File: config.mk
export PLATFORM = sky130hd
export DESIGN_NAME = deser_rx
export DESIGN_NICKNAME = d
export VERILOG_FILES = /design/src/rtl/deser_rx_pkg.sv /design/src/rtl/deser_rx_bit_counter.sv /design/src/rtl/deser_rx.sv
export SDC_FILE = /design/constraint.sdc
export NUM_CORES = 1
export LEC_CHECK = 0
export CAP_MARGIN = 40
export CORE_MARGIN = 2
export CORE_UTILIZATION = 47
export DETAILED_ROUTE_END_ITERATION = 8
export GPL_ROUTABILITY_DRIVEN = 0
export HOLD_SLACK_MARGIN = 0.08
export MAX_ROUTING_LAYER = met4
export PLACE_DENSITY = 0.79
export SLEW_MARGIN = 20
export SYNTH_ARGS = -nofsm -noshare
export SYNTH_HDL_FRONTEND = slang
export SYNTH_SLANG_ARGS = --single-unit
File: constraint.sdc
create_clock -name CLK -period 2.3 [get_ports CLK]
set_input_delay 0.69 -clock CLK [delete_from_list [all_inputs] [get_ports CLK]]
set_output_delay 0.69 -clock CLK [all_outputs]
set_load 0.03 [all_outputs]
File: src/rtl/deser_rx_pkg.sv
// Shared types for the deser_rx serial-to-parallel receiver.
// State encodings and the bit-counter width helper.
package deser_rx_pkg;

    typedef enum logic [1:0] {
        IDLE   = 2'd0,
        SHIFT  = 2'd1,
        PARITY = 2'd2,
        FULL   = 2'd3
    } state_t;

    function automatic int cnt_width(input int w);
        return $clog2(w + 1);
    endfunction

endpackage

File: src/rtl/deser_rx_bit_counter.sv
// Synchronous-reset up-counter tracking bits collected toward a word.
// tc flags that the next accepted bit is the final data bit.
module deser_rx_bit_counter
    import deser_rx_pkg::*;
#(
    parameter int WIDTH = 8,
    localparam int CW = cnt_width(WIDTH)
) (
    input  logic          clk,
    input  logic          rst,
    input  logic          inc,
    input  logic          clear,
    input  logic          load1,
    output logic [CW-1:0] cnt,
    output logic          tc
);

    always_ff @(posedge clk) begin
        if (rst || clear) begin
            cnt <= '0;
        end else if (load1) begin
            cnt <= CW'(1);
        end else if (inc) begin
            cnt <= cnt + CW'(1);
        end
    end

    assign tc = (cnt == CW'(WIDTH - 1));

endmodule

File: src/rtl/deser_rx.sv
// Serial-to-parallel receiver, LSB first, valid/ready on both sides.
// Define DESER_PARITY_EN to add a trailing even-parity bit and PERR flag.
module deser_rx
    import deser_rx_pkg::*;
#(
    parameter int WIDTH = 8,
    localparam int CW = cnt_width(WIDTH)
) (
    input  logic             CLK,
    input  logic             RST,
    input  logic             D,
    input  logic             D_VALID,
    output logic             D_READY,
    output logic [WIDTH-1:0] Q,
    output logic             Q_VALID,
    input  logic             Q_READY,
    output logic [CW-1:0]    BITCNT,
    output logic             PERR
);

    state_t        state;
    logic          xfer;
    logic          consume;
    logic          last;
    logic          cnt_tc;
    logic [CW-1:0] widx;

    assign D_READY = !RST && (state != FULL || Q_READY);
    assign xfer    = D_VALID && D_READY;
    assign consume = (state == FULL) && Q_READY;
    // A bit taken while a word is consumed starts the next word at Q[0].
    assign widx    = consume ? '0 : BITCNT;
    assign last    = consume ? (WIDTH == 1) : cnt_tc;

    deser_rx_bit_counter #(
        .WIDTH (WIDTH)
    ) u_cnt (
        .clk   (CLK),
        .rst   (RST),
        .inc   (xfer && (state == IDLE || state == SHIFT)),
        .clear (consume && !xfer),
        .load1 (consume && xfer),
        .cnt   (BITCNT),
        .tc    (cnt_tc)
    );

`ifdef DESER_PARITY_EN
    logic perr_q;
    assign PERR = perr_q;
`else
    assign PERR = 1'b0;
`endif

    always_ff @(posedge CLK) begin
        if (RST) begin
            state   <= IDLE;
            Q       <= '0;
            Q_VALID <= 1'b0;
`ifdef DESER_PARITY_EN
            perr_q  <= 1'b0;
`endif
        end else begin
            if (consume) begin
                state   <= IDLE;
                Q_VALID <= 1'b0;
`ifdef DESER_PARITY_EN
                perr_q  <= 1'b0;
`endif
            end
            if (xfer) begin
`ifdef DESER_PARITY_EN
                if (state == PARITY) begin
                    state   <= FULL;
                    Q_VALID <= 1'b1;
                    perr_q  <= ^Q ^ D;
                end else begin
`else
                begin
`endif
                    for (int i = 0; i < WIDTH; i++) begin
                        if (widx == CW'(i)) begin
                            Q[i] <= D;
                        end
                    end
                    if (last) begin
`ifdef DESER_PARITY_EN
                        state   <= PARITY;
`else
                        state   <= FULL;
                        Q_VALID <= 1'b1;
`endif
                    end else begin
                        state <= SHIFT;
                    end
                end
            end
        end
    end

endmodule

# Word level (Yosys, flattened, before mapping)
# Index checks and enable logic that the tools add are counted.
totals:
  register_bits: 15
  inputBits: 5
classes:
  n_addsub: 1
  n_eq_ne: 11
  muxes: 10
  reduce_logical: 24
ops:
  columns: ["cell", "count"]
  rows:
  - ["$eq 4x3->1 const B", 5]
  - ["$reduce_and 2->1", 8]
  - ["$eq 4x2->1 const B", 2]
  - ["$logic_and 1x1->1", 6]
  - ["$mux 1", 6]
  - ["$mux 2", 3]
  - ["$add 4x1->4 const B", 1]
  - ["$eq 4x1->1 const B", 1]
  - ["$logic_not 4->1", 1]
  - ["$mux 4", 1]
  - ["$reduce_bool 2->1", 2]
  - ["$logic_or 1x1->1", 3]
  - ["$eq 2x1->1 const B", 1]
  - ["$eq 2x2->1 const B", 1]
  - ["$logic_not 1->1", 2]
  - ["$logic_not 2->1", 1]
  - ["$ne 2x2->1 const B", 1]
  - ["$reduce_or 2->1", 1]

# Depth between registers and ports, before layout
# Gate-level depths: netlist of the first run.
logic_depth:
  ltp_word: 8
  depth_mapped: 5
  depth_no_buf: 4

# Hierarchy
# A second synthesis of the first run with hierarchy kept.
unflattened:
  cells_unflattened: 84
  area_unflattened_um2: 763.2
by_module_without_submodules:
  columns: ["mod", "instances", "cells_per_inst", "area_each_um2", "seq_area_each_um2"]
  rows:
  - ["deser_rx", 1, 64, 568.0, 220.2]
  - ["deser_rx_bit_counter", 1, 20, 195.2, 80.1]

# Worst setup path before layout of the first run
# No wires, ideal clock.
synth_path:
  path_type: "in2out"
  from: "in RST"
  to: "out D_READY"
  t_arrival_ps: 1367
  path_slack_ps: 243
  stages: 3
  path_buffers: 2
  cell_sequence: "buf_6 clkbuf_8 nor2_1"
synth_via:
  elab_chain_cells: 2
synth_lines:
  columns: ["item", "line_no", "rtl"]
  rows:
  - ["from (decl)", "deser_rx.sv:10", "input logic RST,"]
  - ["$logic_not 1->1", "deser_rx.sv:28", "assign D_READY = !RST && (state != FULL || Q_READY);"]
  - ["$logic_and 1x1->1", "deser_rx.sv:28", null]
  - ["to (decl)", "deser_rx.sv:13", "output logic D_READY,"]
# No other way between the ends.

# Final worst setup path of the first run
# Ends and elaborated chain as after synthesis.

==> out/summary.txt, run 1 <==
outcome: finished clean
Setup CP Type: input port to output port
die width: 45.2 um
Antenna Diode Count: 0
Inserted Clock Buffers: 3
die height: 45.2 um
Hold Path Class: flop to flop
first-pass GRT wire length: 2940 um
initial core utilization: 51.3%
GRT Overall Usage: 20.8%
area grow syn2layout: 31.9%
Cells after Synth: 88
FMAX: 447 MHz
clk sinks: 15
# IOs: 20
via/cell ratio: 5.84
Vias: 759
layout cells sized above 1: 21.9%
area of the multi-input gates: 448 sq um
CP required: 1.61 ns
Congestion Overflow GR: 0
vias in the first global route: 664
maximum number of pins on one net before global-route repair: 15
core area: 0.00156 sq mm
Layout Nets: 121
Crit-path slowest cell: clkdlybuf4s50_1
fin util: 67.7%
Initial DRC Count: 20
Yosys reg bits: 15
syn avg cell area: 9.09 sq um
sequential area share after synthesis: 37.6%
WL final: 1830 um
period utilization: 97.2%
library cells used by synthesis: 41
number of H-tree levels: 1
Crit path largest cell delay: 0.45 ns
P_leak: 0.402 nW
RSZ-0062 raised after global routing: no
Reg area: 300 sq um
MaxCap Viol Count: 0
DRC viols: 0
Syn Nets: 94
crit path max fanout: 3
PD cells: 473 mW/mm^2
CTS tree: yes
Min Clock Period, post-route: 2.24 ns
routed len/inst: 14.1 um
maximum root-to-sink buffer count: 2
critical path arrival: 1.55 ns
total die area: 0.00205 sq mm
ANT nets after route: 0
mapped cell area: 800 sq um
hold slack: 0.452 ns
Final Skew: 0.00700 ns
num rows: 14
Startpoint Class: input port
detailed placement HPWL: 1330 um
setup violators final: 0
filler cell count: 131
CTS clock-pin slew for the worst setup and hold paths: 0.08 ns
PortBufs: 18
Worst-Skew Late Latency: 0.28 ns
clock root buffer: clkbuf_4
Ys Warns: 0
Max Slew Vio Count: 0
CP Capture Type: output port
endpoints failing hold: 0
initial antenna violation count: 0
DRT Pass-1 Iters: 4
peak supply drop: 0.413 mV
CP cell instances: clkdlybuf4s50_1 -> buf_6 -> nor2_1 -> buf_4
## power breakdown
part           internal, mW  leakage [nW]  total [mW]  switching [mW]
logic                0.0377         0.265      0.0809          0.0432
registers             0.265         0.122       0.270         0.00465
clock network        0.0673        0.0150       0.148          0.0802
total                 0.370         0.402       0.498           0.128
## logic make-up after synthesis
| group | count (synthesis) | synth area share (%) |
|---|---|---|
| compound gates | 23 | 18.3 |
| simple gates | 36 | 30.5 |
| mux | 3 | 4.07 |
| other cells | 1 | 0.469 |
| fa+ha+maj | 1 | 1.56 |
| buf+inv | 8 | 6.42 |
| xor+xnor | 1 | 1.10 |
| flops | 15 | 37.6 |
## path summary, 6_finish.rpt
| path | slack [ns] | startpoint | cells after the start | end |
|---|---|---|---|---|
| worst max-delay path | 0.06 | RST | 4 | D_READY |
| worst min register to register | 0.45 | Q_VALID$_SDFF_PP0_ | 2 | Q_VALID$_SDFF_PP0_ |
| worst max register to register | 0.61 | u_cnt.cnt[0]$_SDFFE_PP0P_ | 4 | Q[4]$_SDFFE_PP0P_ |
| worst min-delay path | 0.45 | Q_VALID$_SDFF_PP0_ | 2 | Q_VALID$_SDFF_PP0_ |
## per-layer routing
layer	vias up	GRT usage, %	wire (um)
li1	380	-	-
met1	350	25.1	868
met3	2	8.40	126
met2	27	33.1	823
met4	0	3.53	10
met5	-	-	0
## synth_stat cells
library cell / number / area [sq um]
nor2_1: 5 / 18.8
o31ai_1: 2 / 15.0
and3_1: 1 / 6.26
or4b_4: 1 / 13.8
o32ai_1: 1 / 8.76
a31o_2: 1 / 8.76
inv_1: 3 / 11.3
and2_2: 1 / 7.51
buf_4: 1 / 7.51
a21oi_1: 9 / 45.0
clkbuf_1: 2 / 7.51
o311ai_0: 1 / 8.76
dfxtp_1: 15 / 300
and4bb_2: 3 / 37.5
mux2i_1: 1 / 10.0
conb_1: 1 / 3.75
nor3b_1: 1 / 7.51
a211o_1: 1 / 8.76
or4b_1: 1 / 10.0
mux2_2: 2 / 22.5
o2111ai_1: 1 / 8.76
nand2b_1: 1 / 6.26
nand4bb_1: 1 / 11.3
nor3_1: 1 / 5.00
and2b_2: 1 / 8.76
o21ai_0: 5 / 25.0
nand3_1: 5 / 25.0
ha_1: 1 / 12.5
a211oi_1: 1 / 7.51
nand4b_1: 1 / 8.76
xnor2_1: 1 / 8.76
a21bo_2: 1 / 10.0
nor2b_1: 2 / 12.5
and4b_2: 1 / 11.3
buf_6: 1 / 11.3
clkbuf_8: 1 / 13.8
nand2_1: 5 / 18.8
or2b_2: 1 / 8.76
nand3b_1: 1 / 7.51
nand4_1: 2 / 12.5
or3_1: 1 / 6.26
## area by class of cell
| cell class | count | share of cell area (%) |
|---|---|---|
| inverters | 3 | 1.07 |
| multi-input cells | 65 | 42.5 |
| flip-flops and latches | 15 | 28.5 |
| repair buffers | 27 | 23.6 |
| well taps | 16 | 1.90 |
| clock buffers | 4 | 2.49 |
## through the flow
stage               cell area, sq um  total power [mW]  setup TNS (ns)  cells  worst slack, ns
finish                          1050             0.498               0    130           0.0647
global route                    1050             0.523               0    130           0.0215
CTS                             1040             0.501               0    128           0.0297
detailed placement              1010             0.352         -0.0310    124          -0.0310
global placement                1010             0.352               0    124           0.0195
floorplan                        800             0.321               0     88            0.243
## critical path, delay by kind of cell
family	cells	cell delay [ns]
AND/OR/NAND/NOR	1	0.10
buffers and inverters	3	0.76
## repair_timing
item,in CTS,in global routing
hold buffers,0,0
buffers inserted,0,2
gates resized for setup,0,1
endpoints found under the setup margin,0,1
## cell usage in the layout (no fill, tap or decap), types with 2 or more instances in the layout
cell type	count
clkdlybuf4s50_1	17
dfxtp_1	15
a21oi_1	9
buf_4	9
nand2_1	5
nor2_1	5
nand3_1	5
o21ai_0	5
and4bb_2	3
inv_1	3
clkbuf_4	3
o31ai_1	2
nor2b_1	2
nand4_1	2
mux2_2	2
## flip-flops by register name, summed over array words and instances (netlist names)
name       count
state          2
Q_VALID        1
Q              8
u_cnt.cnt      4
Note: power is estimated with default switching activity, not from simulation.
==> run 2: changes to the inputs <==
--- a/config.mk
+++ b/config.mk
@@ -6,13 +6,14 @@
 export NUM_CORES = 1
 export LEC_CHECK = 0
 export CAP_MARGIN = 40
-export CORE_MARGIN = 2
+export CORE_MARGIN = 1
 export CORE_UTILIZATION = 47
 export DETAILED_ROUTE_END_ITERATION = 8
 export GPL_ROUTABILITY_DRIVEN = 0
 export HOLD_SLACK_MARGIN = 0.08
 export MAX_ROUTING_LAYER = met4
 export PLACE_DENSITY = 0.79
+export SKIP_CTS_REPAIR_TIMING = 1
 export SLEW_MARGIN = 20
 export SYNTH_ARGS = -nofsm -noshare
 export SYNTH_HDL_FRONTEND = slang
==> run 2 against run 1 <==
Critical endpoint unchanged; critical path type unchanged; hold slack improved by 0.0061 ns; sequential share of layout area rose by 0.52 points; largest power group unchanged; die area fell by 8.6%; global-route usage rose by 1.5 points; worst setup slack improved by 0.016 ns.
==> out/summary.txt, run 2 (synthesis results as in run 1) <==
met1 wire length: 890 um
Crit-path slowest cell: clkdlybuf4s50_1
WL final: 1860 um
Reg2Reg Depth: 4
CTS tree: yes
clk sinks: 15
WHS Path Cells: 2
Min Clock Period, post-route: 2.22 ns
Initial DRC Count: 25
setup violators final: 0
reg2reg start: u_cnt.cnt[0]$_SDFFE_PP0P_
first-pass GRT wire length: 3030 um
critical path arrival: 1.53 ns
Vias: 771
ANT nets after route: 0
# IOs: 20
HP Start: Q_VALID$_SDFF_PP0_
FMAX: 451 MHz
via/cell ratio: 6.02
crit path max fanout: 8
number of H-tree levels: 1
Worst Hold Path EP: Q_VALID$_SDFF_PP0_
Met3 Wirelength: 78 um
DR WL met2: 860 um
CP Capture Type: output port
CP cell instances: clkdlybuf4s50_1 -> buf_4 -> nor2_1 -> buf_4
Antenna Diode Count: 0
most common cell after layout, fill and taps aside: clkdlybuf4s50_1
Worst-Skew Late Latency: 0.28 ns
reg2reg end: Q[4]$_SDFFE_PP0P_
Hold Path Class: flop to flop
Layout Nets: 119
largest reg by FF count: Q
Final Skew: 0.00338 ns
Inserted Clock Buffers: 3
core area: 0.00154 sq mm
max reg flops: 8
biggest regs: Q x8, u_cnt.cnt x4, state x2
period utilization: 96.5%
Setup CP Type: input port to output port
R2R Setup Slk: 0.62 ns
initial core utilization: 51.9%
Startpoint Class: input port
PortBufs: 18
die width: 43.2 um
initial antenna violation count: 0
vias in the first global route: 668
Max Slew Vio Count: 0
maximum number of pins on one net before global-route repair: 15
PD cells: 482 mW/mm^2
Crit path largest cell delay: 0.41 ns
placed cell count: 124
most used cell along the critical path: buf_4
DR top layer: met4
routed len/inst: 14.6 um
clock root buffer: clkbuf_4
GRT Overall Usage: 22.3%
maximum root-to-sink buffer count: 2
endpoints failing hold: 0
area grow syn2layout: 29.6%
outcome: finished clean
MaxCap Viol Count: 0
total die area: 0.00187 sq mm
hold slack: 0.458 ns
P_leak: 0.390 nW
peak supply drop: 0.379 mV
RSZ-0062 raised after global routing: no
commonest cells after routing, fill and taps aside: 17 x clkdlybuf4s50_1, 15 x dfxtp_1, 9 x a21oi_1
Non-Filler Instances: 128
DRC viols: 0
CTS clock-pin slew for the worst setup and hold paths: 0.09 ns
TNS Setup: 0 ns
num rows: 14
detailed placement HPWL: 1350 um
Congestion Overflow GR: 0
layout cells sized above 1: 20.5%
CP required: 1.61 ns
die height: 43.2 um
Power, Total: 499 uW
DRT Pass-1 Iters: 4
[run 2: cell count changes in the layout (fill, tap and decap cells not counted)]
cell,previous run,this run
buf_4,9,8
buf_6,1,0
[run 2: worst max-delay path, delay by kind of cell]
family	cells	cell delay, ns
and+or+nand+nor	1	0.10
buffers and inverters	3	0.74
[run 2: per-stage QoR]
step                      worst slack [ns]  utilization (%)  cell area [sq um]
final                               0.0806             67.2               1040
after global routing               0.00702             67.2               1040
after CTS                           0.0809             67.2               1040
after detailed placement           -0.0419             65.5               1010
after global placement              0.0150             65.5               1010
after floorplan                      0.243                -                800
[run 2: cell type report]
| type | instances | area [sq um] |
|---|---|---|
| Clock buffer | 4 | 26.3 |
| Multi-Input combinational cell | 65 | 448 |
| Sequential cell | 15 | 300 |
| Inverter | 3 | 11.3 |
| Fill cell | 129 | 505 |
| Tap cell | 16 | 20.0 |
| Timing Repair Buffer | 25 | 230 |
[run 2: power breakdown]
part	leakage, nW	switching (mW)	internal (mW)
Combinational	0.254	0.0401	0.0351
Clock	0.0150	0.0840	0.0674
Sequential	0.122	0.00701	0.265
[run 2: worst max path at each step]
| stage | from | endpoint | slack, ns | cells after the start |
|---|---|---|---|---|
| CTS | RST | D_READY | 0.08 | 4 |
| floorplan | RST | D_READY | 0.24 | 3 |
| detailed placement | D_VALID | Q[4]$_SDFFE_PP0P_ | -0.04 | 4 |
| finish | RST | D_READY | 0.08 | 4 |
| global placement | D_VALID | Q[4]$_SDFFE_PP0P_ | 0.01 | 4 |
| global route | RST | D_READY | 0.007 | 4 |
[run 2: per-layer routing]
metal	track usage [%]	vias to the layer above
li1	-	374
met1	29.4	370
met2	33.7	22
met3	2.55	5
met4	10.9	0
met5	-	-
==> run 3: changes to the inputs <==
--- a/config.mk
+++ b/config.mk
@@ -6,13 +6,17 @@
 export NUM_CORES = 1
 export LEC_CHECK = 0
 export CAP_MARGIN = 40
+export CELL_PAD_IN_SITES_DETAIL_PLACEMENT = 2
+export CELL_PAD_IN_SITES_GLOBAL_PLACEMENT = 2
+export CORE_ASPECT_RATIO = 0.7
 export CORE_MARGIN = 1
-export CORE_UTILIZATION = 47
+export CORE_UTILIZATION = 28
 export DETAILED_ROUTE_END_ITERATION = 8
 export GPL_ROUTABILITY_DRIVEN = 0
 export HOLD_SLACK_MARGIN = 0.08
 export MAX_ROUTING_LAYER = met4
 export PLACE_DENSITY = 0.79
+export REMOVE_ABC_BUFFERS = 1
 export SKIP_CTS_REPAIR_TIMING = 1
 export SLEW_MARGIN = 20
 export SYNTH_ARGS = -nofsm -noshare
==> constraint.sdc (replaced) <==
create_clock -name CLK -period 2.3 [get_ports CLK]
set_input_delay 0.46 -clock CLK [delete_from_list [all_inputs] [get_ports CLK]]
set_output_delay 0.46 -clock CLK [all_outputs]
set_load 0.03 [all_outputs]
==> run 3 against run 2 <==
Register-to-register slack is essentially flat; critical endpoint is now BITCNT[0]; clock-buffer cell count unchanged; critical path type is now flop to output port; non-clock buffer count is 5 lower; flip-flop and latch count did not move.
==> out/summary.txt, run 3 (synthesis results as in run 1) <==
outcome: finished clean
FMAX: 497 MHz
peak supply drop: 0.255 mV
setup violators final: 0
total die area: 0.00308 sq mm
core area: 0.00259 sq mm
CP Capture Type: output port
critical path arrival: 1.55 ns
worst slew pin tran: 0.497 ns
HP Start: Q_VALID$_SDFF_PP0_
Vias: 750
area of the multi-input gates: 448 sq um
initial core utilization: 30.9%
P_leak: 0.375 nW
WL final: 2420 um
DRC viols: 0
fin util: 40.1%
area grow syn2layout: 30.0%
Layout Nets: 114
Placed Area: 995 sq um
commonest cells after routing, fill and taps aside: 17 x clkdlybuf4s50_1, 15 x dfxtp_1, 9 x a21oi_1
TNS Setup: 0 ns
CP cell instances: clkdlybuf4s50_1
Congestion Overflow GR: 0
Setup CP Type: flop to output port
pre-CTS setup slack: 0.125 ns
number of H-tree levels: 1
clock root buffer: clkbuf_8
Crit-path slowest cell: clkdlybuf4s50_1
Power, Total: 568 uW
period utilization: 87.4%
Finished Cell Area: 0.00104 sq mm
CP startpoint: u_cnt.cnt[0]$_SDFFE_PP0P_
Crit path largest cell delay: 0.75 ns
maximum root-to-sink buffer count: 2
CP required: 1.84 ns
CTS tree: yes
via/cell ratio: 5.32
biggest regs: Q x8, u_cnt.cnt x4, state x2
Final Skew: 0.00212 ns
final worst setup slack: 0.289 ns
Startpoint Class: flop
num rows: 15
Max-slew headroom: 66.6%
detailed placement HPWL: 1740 um
RSZ-0062 raised after global routing: no
filler cell count: 290
Buf+Inv Stages, Crit Path: 1
vias in the first global route: 739
GRT Overall Usage: 18.4%
clk sinks: 15
initial antenna violation count: 0
Reg area: 300 sq um
Max Slew Vio Count: 0
R2R Setup Slk: 0.63 ns
routed len/inst: 17.2 um
layout cells sized above 1: 16.8%
crit path max fanout: 10
max reg flops: 8
most common cell after layout, fill and taps aside: clkdlybuf4s50_1
CTS clock-pin slew for the worst setup and hold paths: 0.06 ns
MaxCap Viol Count: 0
Initial DRC Count: 13
largest reg by FF count: Q
first-pass GRT wire length: 3820 um
Inserted Clock Buffers: 3
Hold Path Class: flop to flop
crit-path leading delay family: buffers and inverters
PortBufs: 18
reg2reg start: u_cnt.cnt[1]$_SDFFE_PP0P_
ANT nets after route: 0
Min Clock Period, post-route: 2.01 ns
Worst-Skew Late Latency: 0.25 ns
maximum number of pins on one net before global-route repair: 19
die width: 65.9 um
PD cells: 547 mW/mm^2
# IOs: 20
DRT Pass-1 Iters: 2
Antenna Diode Count: 0
die height: 46.7 um
endpoints failing hold: 0
run 3: layer usage:
metal | routed length [um] | track usage, % | vias to the layer above
met1 | 1240 | 23.8 | 366
met2 | 1080 | 28.2 | 16
met3 | 86 | 4.46 | 3
met5 | 0 | - | -
li1 | - | - | 365
met4 | 17 | 6.52 | 0
run 3: cell type report:
class                           instances  share of cell area [%]
Multi-Input combinational cell         65                    43.1
Sequential cell                        15                    28.9
Timing Repair Buffer                   20                    18.5
Clock buffer                            4                    4.33
Tap cell                               34                    4.09
Inverter                                3                    1.08
run 3: final timing paths:
kind,cells after the start,endpoint
hold reg to reg,2,Q_VALID$_SDFF_PP0_
setup / recovery,1,BITCNT[0]
setup reg to reg,3,Q[4]$_SDFFE_PP0P_
hold / removal,2,Q_VALID$_SDFF_PP0_
run 3: report_power, final:
part / internal, mW / leakage, nW / switching, mW / total, mW
logic: 0.0302 / 0.230 / 0.0387 / 0.0689
registers: 0.266 / 0.122 / 0.0104 / 0.276
clock network: 0.123 / 0.0228 / 0.100 / 0.223
total: 0.419 / 0.375 / 0.149 / 0.568
run 3: metrics by stage:
step	hold slack [ns]	cells
CTS	0.462	141
finish	0.450	141
global placement	0.436	137
floorplan	0.529	83
global route	0.513	141
detailed placement	0.450	137
